$ cat config.mk
export PLATFORM = sky130hd
export DESIGN_NAME = fft16_frame_sched
export DESIGN_NICKNAME = d
export VERILOG_FILES = /design/src/rtl/fft16_frame_sched.sv
export SDC_FILE = /design/constraint.sdc
export NUM_CORES = 1
export LEC_CHECK = 0
export CAP_MARGIN = 10
export CORE_ASPECT_RATIO = 1.1
export CORE_MARGIN = 2
export CORE_UTILIZATION = 38
export CTS_BUF_LIST = sky130_fd_sc_hd__clkbuf_4 sky130_fd_sc_hd__clkbuf_8
export CTS_CLUSTER_SIZE = 24
export DETAILED_ROUTE_END_ITERATION = 10
export HOLD_SLACK_MARGIN = 0.1
export PLACE_DENSITY = 0.8
export RECOVER_POWER = 100
export SYNTH_ARGS = -nofsm -noshare
export SYNTH_HDL_FRONTEND = slang
export SYNTH_SLANG_ARGS = --single-unit
$ cat constraint.sdc
create_clock -name sys_clk_i -period 1.53 [get_ports sys_clk_i]
set_clock_uncertainty 0.2 [all_clocks]
set_input_delay 0.306 -clock sys_clk_i [delete_from_list [all_inputs] [get_ports sys_clk_i]]
set_output_delay 0.306 -clock sys_clk_i [all_outputs]
set_load 0.02 [all_outputs]
$ cat src/rtl/fft16_frame_sched.sv
// fft16_frame_sched
//   Two-channel frame scheduler in front of a 16-point serial FFT core.
//   A round-robin arbiter grants one channel, 16 samples are streamed into
//   the core (zero-padded when the granted channel stalls), and the 16
//   result beats from the core are tagged with channel, bin index and last.
//   Only one frame is in flight at a time.
//
//   Optional feature macro: FFT16_SCHED_TIMEOUT_EN
//     When defined, a watchdog in WAIT aborts the frame and pulses
//     timeout_err_o if the first core beat does not arrive within
//     TIMEOUT_CYCLES cycles, or if core_valid_i drops mid-result.
//     When undefined, timeout_err_o is tied low and WAIT waits forever.
//
// Ports
//   sys_clk_i, rst_n_i          clock (rising edge), async active-low reset
//   chN_valid_i/real/imag       per-channel sample; valid doubles as request
//   chN_ready_o                 high only for the granted channel in LOAD
//   fft_valid_o/real/imag       registered serial frame to the core
//   core_valid_i/real/imag      serial results from the core
//   out_valid_o/real/imag       registered result stream
//   out_ch_o, out_idx_o         channel tag and bin index 0..15
//   out_last_o                  pulses with bin 15
//   busy_o                      FSM not idle
//   underrun_o                  pulses alongside each zero-padded sample
//   timeout_err_o               watchdog pulse (0 without the macro)
module fft16_frame_sched #(
  parameter int unsigned DATA_WIDTH     = 8,
  parameter int unsigned OUT_WIDTH      = 18,
  parameter int unsigned TIMEOUT_CYCLES = 64
) (
  input  logic                         sys_clk_i,
  input  logic                         rst_n_i,
  input  logic                         ch0_valid_i,
  input  logic signed [DATA_WIDTH-1:0] ch0_real_i,
  input  logic signed [DATA_WIDTH-1:0] ch0_imag_i,
  output logic                         ch0_ready_o,
  input  logic                         ch1_valid_i,
  input  logic signed [DATA_WIDTH-1:0] ch1_real_i,
  input  logic signed [DATA_WIDTH-1:0] ch1_imag_i,
  output logic                         ch1_ready_o,
  output logic                         fft_valid_o,
  output logic signed [DATA_WIDTH-1:0] fft_real_o,
  output logic signed [DATA_WIDTH-1:0] fft_imag_o,
  input  logic                         core_valid_i,
  input  logic signed [OUT_WIDTH-1:0]  core_real_i,
  input  logic signed [OUT_WIDTH-1:0]  core_imag_i,
  output logic                         out_valid_o,
  output logic signed [OUT_WIDTH-1:0]  out_real_o,
  output logic signed [OUT_WIDTH-1:0]  out_imag_o,
  output logic                         out_ch_o,
  output logic [3:0]                   out_idx_o,
  output logic                         out_last_o,
  output logic                         busy_o,
  output logic                         underrun_o,
  output logic                         timeout_err_o
);

  if (TIMEOUT_CYCLES == 0) begin : g_timeout_range
    $error("TIMEOUT_CYCLES must be at least 1");
  end

  typedef enum logic [1:0] {
    IDLE = 2'd0,
    LOAD = 2'd1,
    WAIT = 2'd2
  } state_t;

  state_t state;
  state_t state_nxt;

  logic       grant;        // channel owning the current frame
  logic       last_served;  // round-robin pointer
  logic [3:0] load_cnt;
  logic [3:0] beat_cnt;

  logic [1:0]                   req;
  logic                         pick;
  logic                         sel_valid;
  logic signed [DATA_WIDTH-1:0] sel_real;
  logic signed [DATA_WIDTH-1:0] sel_imag;
  logic                         beat;
  logic                         abort;

  assign req  = {ch1_valid_i, ch0_valid_i};
  // A lone requester wins; on a tie the channel not served last wins.
  assign pick = (req == 2'b11) ? ~last_served : req[1];

  assign sel_valid = grant ? ch1_valid_i : ch0_valid_i;
  assign sel_real  = grant ? ch1_real_i  : ch0_real_i;
  assign sel_imag  = grant ? ch1_imag_i  : ch0_imag_i;

  // Core beats only count while a frame is waiting for results.
  assign beat = (state == WAIT) && core_valid_i;

`ifdef FFT16_SCHED_TIMEOUT_EN
  localparam int unsigned WD_W = $clog2(TIMEOUT_CYCLES + 1);

  logic [WD_W-1:0] wait_cnt;

  // Before the first beat: fire on the last allowed cycle without one.
  // After the first beat (beat_cnt != 0): any gap in core_valid_i fires.
  assign abort = (state == WAIT) && !core_valid_i &&
                 ((beat_cnt != 4'd0) || (wait_cnt == WD_W'(TIMEOUT_CYCLES - 1)));

  always_ff @(posedge sys_clk_i or negedge rst_n_i) begin
    if (!rst_n_i) begin
      wait_cnt      <= '0;
      timeout_err_o <= 1'b0;
    end else begin
      timeout_err_o <= abort;
      if ((state != WAIT) || beat) begin
        wait_cnt <= '0;
      end else if (beat_cnt == 4'd0) begin
        wait_cnt <= wait_cnt + 1'b1;
      end
    end
  end
`else
  assign abort         = 1'b0;
  assign timeout_err_o = 1'b0;
`endif

  // State register
  always_ff @(posedge sys_clk_i or negedge rst_n_i) begin
    if (!rst_n_i) begin
      state <= IDLE;
    end else begin
      state <= state_nxt;
    end
  end

  // Next-state logic
  always_comb begin
    state_nxt = state;
    case (state)
      IDLE: if (req != 2'b00) state_nxt = LOAD;
      LOAD: if (load_cnt == 4'd15) state_nxt = WAIT;
      WAIT: if ((beat && (beat_cnt == 4'd15)) || abort) state_nxt = IDLE;
      default: state_nxt = IDLE;
    endcase
  end

  // State-decoded outputs
  always_comb begin
    ch0_ready_o = (state == LOAD) && !grant;
    ch1_ready_o = (state == LOAD) && grant;
    busy_o      = (state != IDLE);
  end

  // Datapath: grant, counters, frame and result registers
  always_ff @(posedge sys_clk_i or negedge rst_n_i) begin
    if (!rst_n_i) begin
      grant       <= 1'b0;
      last_served <= 1'b1;
      load_cnt    <= '0;
      beat_cnt    <= '0;
      fft_valid_o <= 1'b0;
      fft_real_o  <= '0;
      fft_imag_o  <= '0;
      underrun_o  <= 1'b0;
      out_valid_o <= 1'b0;
      out_real_o  <= '0;
      out_imag_o  <= '0;
      out_ch_o    <= 1'b0;
      out_idx_o   <= '0;
      out_last_o  <= 1'b0;
    end else begin
      if ((state == IDLE) && (req != 2'b00)) begin
        grant       <= pick;
        last_served <= pick;
      end

      // Wraps 15->0 on the LOAD exit edge.
      load_cnt <= (state == LOAD) ? load_cnt + 4'd1 : 4'd0;

      fft_valid_o <= (state == LOAD);
      underrun_o  <= (state == LOAD) && !sel_valid;
      if ((state == LOAD) && sel_valid) begin
        fft_real_o <= sel_real;
        fft_imag_o <= sel_imag;
      end else begin
        fft_real_o <= '0;
        fft_imag_o <= '0;
      end

      out_valid_o <= beat;
      out_last_o  <= beat && (beat_cnt == 4'd15);
      if (beat) begin
        out_real_o <= core_real_i;
        out_imag_o <= core_imag_i;
        out_ch_o   <= grant;
        out_idx_o  <= beat_cnt;
      end

      if (state != WAIT) begin
        beat_cnt <= '0;
      end else if (beat) begin
        beat_cnt <= beat_cnt + 4'd1;
      end
    end
  end

endmodule

Yosys cells after proc, flatten, opt, wreduce, memory -nomap -nowiden:

Index checks and enable logic that the tools add are counted.

* equality and inequality tests: 9
* add/sub/neg operators: 2
* mux-type cells: 13
* reduce and logical (&&, ||, !) cells: 14
* bitwise operators: 1

Operators by type and width (number)
* 8-bit 2-to-1 mux: 4
* 4-bit 2-to-1 mux: 3
* 4-bit by 1-bit adder with 4-bit output, second input constant: 2
* 4-bit == test, second input constant: 2
* 1-bit logical AND: 7
* 2-bit 2-to-1 mux: 3
* 2-bit != test, second input constant: 3
* 2-bit one-hot mux with 3 select lines: 1
* 2-bit nonzero test: 3
* 2-bit == test, second input constant: 2
* 3-bit AND reduction: 1
* 2-bit by 1-bit == test with 1-bit output, second input constant: 1
* 1-bit logical NOT: 2
* 2-bit logical NOT: 1
* 1-bit 2-to-1 mux: 2
* 2-bit by 1-bit != test with 1-bit output, second input constant: 1
* 1-bit inverter: 1

* word-level logic and storage cells: 54
* register bits after elaboration: 73
* input port bits: 73
* output and inout port bits: 65

Longest topological paths before layout:

Gate-level depths: netlist of the first run.

* depth in word-level cells: 5
* depth in mapped cells: 4

Worst setup path after synthesis of the first run:

OpenSTA, ideal clock, no wires.

* path kind: register to output
* start: reg state[1]
* end: out ch0_ready_o
* arrival: 1.158 ns
* slack: -0.134 ns
* required time: 1.024 ns
* stages on the path, launching flop included: 5
* path through: dfrtp_1 -> buf_2 -> nand2b_4 -> buf_2 -> nor2_1

* word-level cells in the longest chain between the ends: 2

Ends and longest elaborated chain
* start, declared: line 68 `state_t state;`
* start signal, assigned: line 128 `state <= state_nxt;`
* 2-bit by 1-bit == test with 1-bit output: line 145 `ch0_ready_o = (state == LOAD) && !grant;`
* 1-bit logical AND: line 145
* end, declared: line 36 `output logic ch0_ready_o,`

No other way between the ends.

Worst setup path in the final report of the first run:

Same ends and word-level chain as after synthesis.

==> metrics.txt, run 1 <==
routed length on met3 827 µm; FMAX 0.5882 GHz; setup violators final 40; Worst Hold Path EP load_cnt[0]; # DRC 0; Critical-path top delay cell dfrtp_1; Max VDD drop approximately 1100 µV; Nets 449; I/O Pins 138; DRT iter0 DRCs between 60 and 70; Post-Syn Instances 207; slew at the pin with the worst max-slew slack 0.5967 ns; Cell variety after synth 31; DR vias 2283; commonest non-fill, non-tap cell in the layout clkdlybuf4s50_1; largest stage delay on the critical path 0.43 ns; final WL 7782 µm; critical-path cell list nand2b_4, nor2_4, buf_6; Util after Layout 0.6520; CTS sink cnt 73; M1 WL 3076 µm; first-pass GRT wire length about 12000 µm; reg2reg end out_imag_o[16]; min Tclk post-route 1.700 ns; initial antenna violation count 0; H-tree level count 3; Static Leak 2.508 nW; Rel. slew slack 0.6022; CP Buf/Inv Count 1; Synth Cell Area slightly below 3000 µm²; Final ANT Viol Nets 0; unrepaired setup endpoints after global routing yes; hold crit path type reg -> reg; share of layout cells above drive strength 1 0.4301; dpl hpwl 5297 µm; Mapped Nets 282; Final Max Tran Viols 0; CTS buffer count 9; starting density of the core 0.3931; Die Width 88.07 µm; Syn Area/Cell 14.27 µm²; Pwr Density 1611 nW/µm²; WL per Instance around 16 µm; Worst Path Required 1.02 ns; worst-path fanout max 4; row count 33; Synth Warn # 0; dpl ws -0.3061 ns; Die Y 96.48 µm; most frequent cells in the layout clkdlybuf4s50_1 (71), dfrtp_1 (70), mux2_4 (38); critical path depth 3; final worst-path cycle share 1.111; CP Launch Type flip-flop; vias in the first global route approximately 2400; TritonCTS clock tree done; Met2 Wirelength 3794 µm; Worst Hold Depth 1; maxcap violations 0; die area between 8000 and 9000 µm²; Final Hold Vio Count 0; Crit path arrival time 1.19 ns; highest metal used met4; failing checks setup timing; Pre-Repair DR Iteration Count 4; CTS clk-pin slew, worst paths approximately 0.090 ns; Clk Latency, worst-skew pair between 0.3 and 0.4 ns; crit path kind reg -> out; core area 7515 µm²; worst r2r src state[0]; n_diodes 0; root buf cell clkbuf_8; fin worst setup slack -0.1701 ns; Layout area overhead 65.86%; HP Start load_cnt[0]; IO Port Bufs 136; gr usage total 0.1899; flop2flop setup slack -0.14 ns; outcome finished with violations; crit end category output pin; GRT overflow 0; Clock Path Buffers 2; vias per cell 4.717; gpl congestion ~0.76; largest net degree at the start of global routing 32; Seq cells post-synth 73; R2R depth 5; CP delay by family, top flip-flops; sequential area share after synthesis 0.6188
## repair_timing
| item | 4_1_cts | 5_1_grt |
|---|---|---|
| hold buffers | 1 | 0 |
| gates resized for setup | 220 | 68 |
| cloned | 3 | 0 |
| hold endpoints to repair | 73 | 0 |
| setup endpoints to repair | 105 | 98 |
| setup buffers | 12 | 4 |
| pin swaps | 3 | 0 |
## synth_stat cells (all sizes together)
cell / count / area share
dfrtp: 72 / 0.61
mux2: 41 / 0.16
mux2i: 20 / 0.069
nor3: 18 / 0.030
buf: 13 / 0.029
nor2: 9 / 0.011
inv: 5 / 0.0064
nand3b: 4 / 0.014
nand3: 3 / 0.0051
or3b: 3 / 0.0089
and4: 2 / 0.0059
ha: 2 / 0.0085
nand2b: 2 / 0.0068
xnor2: 2 / 0.0059
a21bo: 1 / 0.0034
a21o: 1 / 0.0025
a21oi: 1 / 0.0017
a32o: 1 / 0.0034
conb: 1 / 0.0013
dfstp: 1 / 0.0089
nand2: 1 / 0.0013
nand4: 1 / 0.0021
nor2b: 1 / 0.0021
nor4b: 1 / 0.0030
o22ai: 1 / 0.0021
## report_power, final
part / internal, W / leakage (nW) / switching [W]
Sequential: 0.00248 / 0.954 / 0.000283
Clock: 0.00130 / 0.137 / 0.000752
Combinational: 0.00151 / 1.42 / 0.00157
## worst max path at each step
stage / start / end
after floorplan: state[1] / ch0_ready_o
after global placement: core_valid_i / out_real_o[10]
after detailed placement: core_valid_i / out_real_o[1]
after CTS: state[0] / ch0_ready_o
after global routing: state[1] / ch0_ready_o
final: state[1] / ch0_ready_o
## stage by stage
step / power (W) / hold WS, ns / std cells / TNS [ns] / cell area [µm²]
3_5_place_dp: 0.005890 / 0.02511 / 456 / -14.96 / 4558
4_1_cts: 0.008081 / 0.1910 / 488 / -5.530 / 5233
5_1_grt: 0.008316 / 0.2945 / 484 / -4.909 / 4900
2_1_floorplan: 0.004305 / -0.1896 / 207 / -0.1005 / 2959
6_report: 0.007896 / 0.2638 / 484 / -4.010 / 4900
3_3_place_gp: 0.005799 / 0.01885 / 456 / -12.92 / 4558
## cell type report
type                            instances  area (µm²)
Timing Repair Buffer                  169        1444
Inverter                                5       18.77
Clock buffer                           10       137.6
Tap cell                              105       131.4
Fill cell                             604        2615
Sequential cell                        73        1831
Clock inverter                          6       137.6
Multi-Input combinational cell        116        1200
## metal layers
metal  vias up  global-route usage
li1       1059                   -
met1      1109              0.2225
met2       108              0.3201
met3         7             0.07392
met4         0             0.06439
met5         -                   0
## state kept, by name (all words and copies together) (netlist names)
register / cells
state: 2
fft_real_o: 8
beat_cnt: 4
out_imag_o: 18
last_served: 1
out_valid_o: 1
fft_imag_o: 8
load_cnt: 4
fft_valid_o: 1
out_idx_o: 4
out_last_o: 1
out_real_o: 18
out_ch_o: 1
underrun_o: 1
grant: 1
## cells by family after synthesis
group | synth area share
multiplexers | 0.2253
other | 0.001269
flip-flops | 0.6188
XOR/XNOR | 0.005931
adder cells (fa/ha/maj) | 0.008470
AND/OR/NAND/NOR | 0.09149
AO/OA/AOI/OAI | 0.01313
buffers and inverters | 0.03558
Power figures use the tool's default switching activity.
==> run 2, diff against run 1 <==
MAX_ROUTING_LAYER = met4   (was unset)
==> run 2 against run 1 <==
The flow still finishes with violations (setup timing). Hold slack improved by 0.00099 ns. Largest cell class unchanged. Utilization down 0.55 points. Combinational power about the same. Non-clock buffer count unchanged.
==> metrics.txt, run 2 (synthesis gave the netlist of run 1 again) <==
outcome finished with violations; failing checks setup timing; IO Port Bufs 136; hold_ws 0.2648 ns; initial antenna violation count 0; Final Non-Filler Cells 484; final worst-path cycle share 1.108; I/O Pins between 100 and 150; most frequent cells in the layout clkdlybuf4s50_1 (71), dfrtp_1 (70), mux2_4 (38); starting density of the core 0.3931; critical-path cell list buf_6, nor2_4, inv_2, buf_6; CTS clk-pin slew, worst paths approximately 0.090 ns; placed cells 456; first-pass GRT wire length roughly 12000 µm; WL per Instance between 15 and 20 µm; Clk Latency, worst-skew pair 0.35 ns; H-tree level count 3; highest metal used met4; FMAX 0.5900 GHz; routed length on met3 about 740 µm; maxcap violations 0; core area 7515 µm²; TritonCTS clock tree done; final WL 7766 µm; unrepaired setup endpoints after global routing yes; Max VDD drop approximately 1100 µV; share of layout cells above drive strength 1 0.4354; Final Max Tran Viols 0; CTS sink cnt 73; dpl ws -0.3061 ns; most used cell, CP buf_6; Nets 449; commonest non-fill, non-tap cell in the layout clkdlybuf4s50_1; Total Power 0.007858 W; fin worst setup slack -0.1651 ns; Final ANT Viol Nets 0; gpl congestion 0.7665; Final Hold Vio Count 0; Placement Cell Area 4558 µm²; DR vias 2284; n_diodes 0; Layout fillers 612; vias in the first global route 2436; Die Width 88.07 µm; Static Leak 2.514 nW; setup violators final 40; largest stage delay on the critical path 0.42 ns; largest registers out_imag_o: 18 flops, out_real_o: 18 flops; hold crit path type reg -> reg; GRT overflow 0; Clock Path Buffers 2; row count 33; Layout area overhead 64.46%; Crit path arrival time 1.19 ns; worst-path fanout max 3; Pre-Repair DR Iteration Count 4; vias per cell 4.719; M1 WL 3169 µm; dpl hpwl 5297 µm; DRT iter0 DRCs 76; die area 8496 µm²; Register Area 1831 µm²; crit path kind reg -> out; largest net degree at the start of global routing 32; root buf cell clkbuf_8; crit end category output pin; final instance area just under 5000 µm²; Multi-input gate area 1200 µm²; Die Y roughly 96 µm; min Tclk post-route 1.695 ns; CP Launch Type flip-flop; Worst Path Required 1.02 ns; Met2 Wirelength 3778 µm; Rel. slew slack 0.6074; slew at the pin with the worst max-slew slack around 0.59 ns; CTS buffer count 9; Critical-path top delay cell dfrtp_1; gr usage total 0.1954; Pwr Density 1617 nW/µm²; # DRC 0
==> run 2: cell types whose count changed in the layout (fill, tap and decap cells not counted) <==
cell / delta
clkdlybuf4s15_2: -5
clkdlybuf4s15_1: -2
buf_2: +5
clkbuf_2: +2
==> run 2: worst max-delay path, delay by kind of cell (launching register included) <==
family                 cells  cell delay, ns
flip-flops                 1            0.42
AND/OR/NAND/NOR            1            0.11
buffers and inverters      3            0.30
==> run 2: report_power, final <==
part | leakage (nW) | switching [W] | internal, W
Clock | 0.137 | 0.000745 | 0.00130
Combinational | 1.42 | 0.00157 | 0.00148
Sequential | 0.954 | 0.000282 | 0.00248
==> run 2: worst paths after layout <==
kind / cells past startpoint / start / slack [ns] / endpoint
min in group asynchronous: 2 / rst_n_i / 0.29 / out_imag_o[3]
worst min register to register: 1 / load_cnt[0] / 0.26 / load_cnt[0]
worst min-delay path: 1 / load_cnt[0] / 0.26 / load_cnt[0]
worst max register to register: 5 / state[0] / -0.13 / out_imag_o[16]
max in group asynchronous: 3 / rst_n_i / 0.14 / out_real_o[4]
worst max-delay path: 4 / state[1] / -0.17 / busy_o
==> run 2: cell type report <==
type,instances,share of cell area
Multi-Input combinational cell,116,0.2470
Timing Repair Buffer,169,0.2887
Clock inverter,6,0.02833
Clock buffer,10,0.02833
Sequential cell,73,0.3768
Inverter,5,0.003863
Tap cell,105,0.02704
==> run 2: routing by layer <==
metal  GRT usage  vias up
met4     0.05303        0
met3     0.06712        7
li1            -     1057
met1      0.2313     1114
met5           -        -
met2      0.3207      106
==> run 2: per-stage QoR <==
stage	util	TNS, ns
after floorplan	-	-0.1005
after global placement	0.6066	-12.92
after detailed placement	0.6066	-14.96
after CTS	0.6963	-5.530
after global routing	0.6465	-4.894
final	0.6465	-4.001
==> run 2: timing repair <==
action                     4_1_cts  5_1_grt
gates cloned                     3        0
buffers inserted                12        4
setup endpoints to repair      105      103
pin swaps                        3        0
hold buffers                     1        0
gates resized for setup        220       75
hold endpoints to repair        73        0
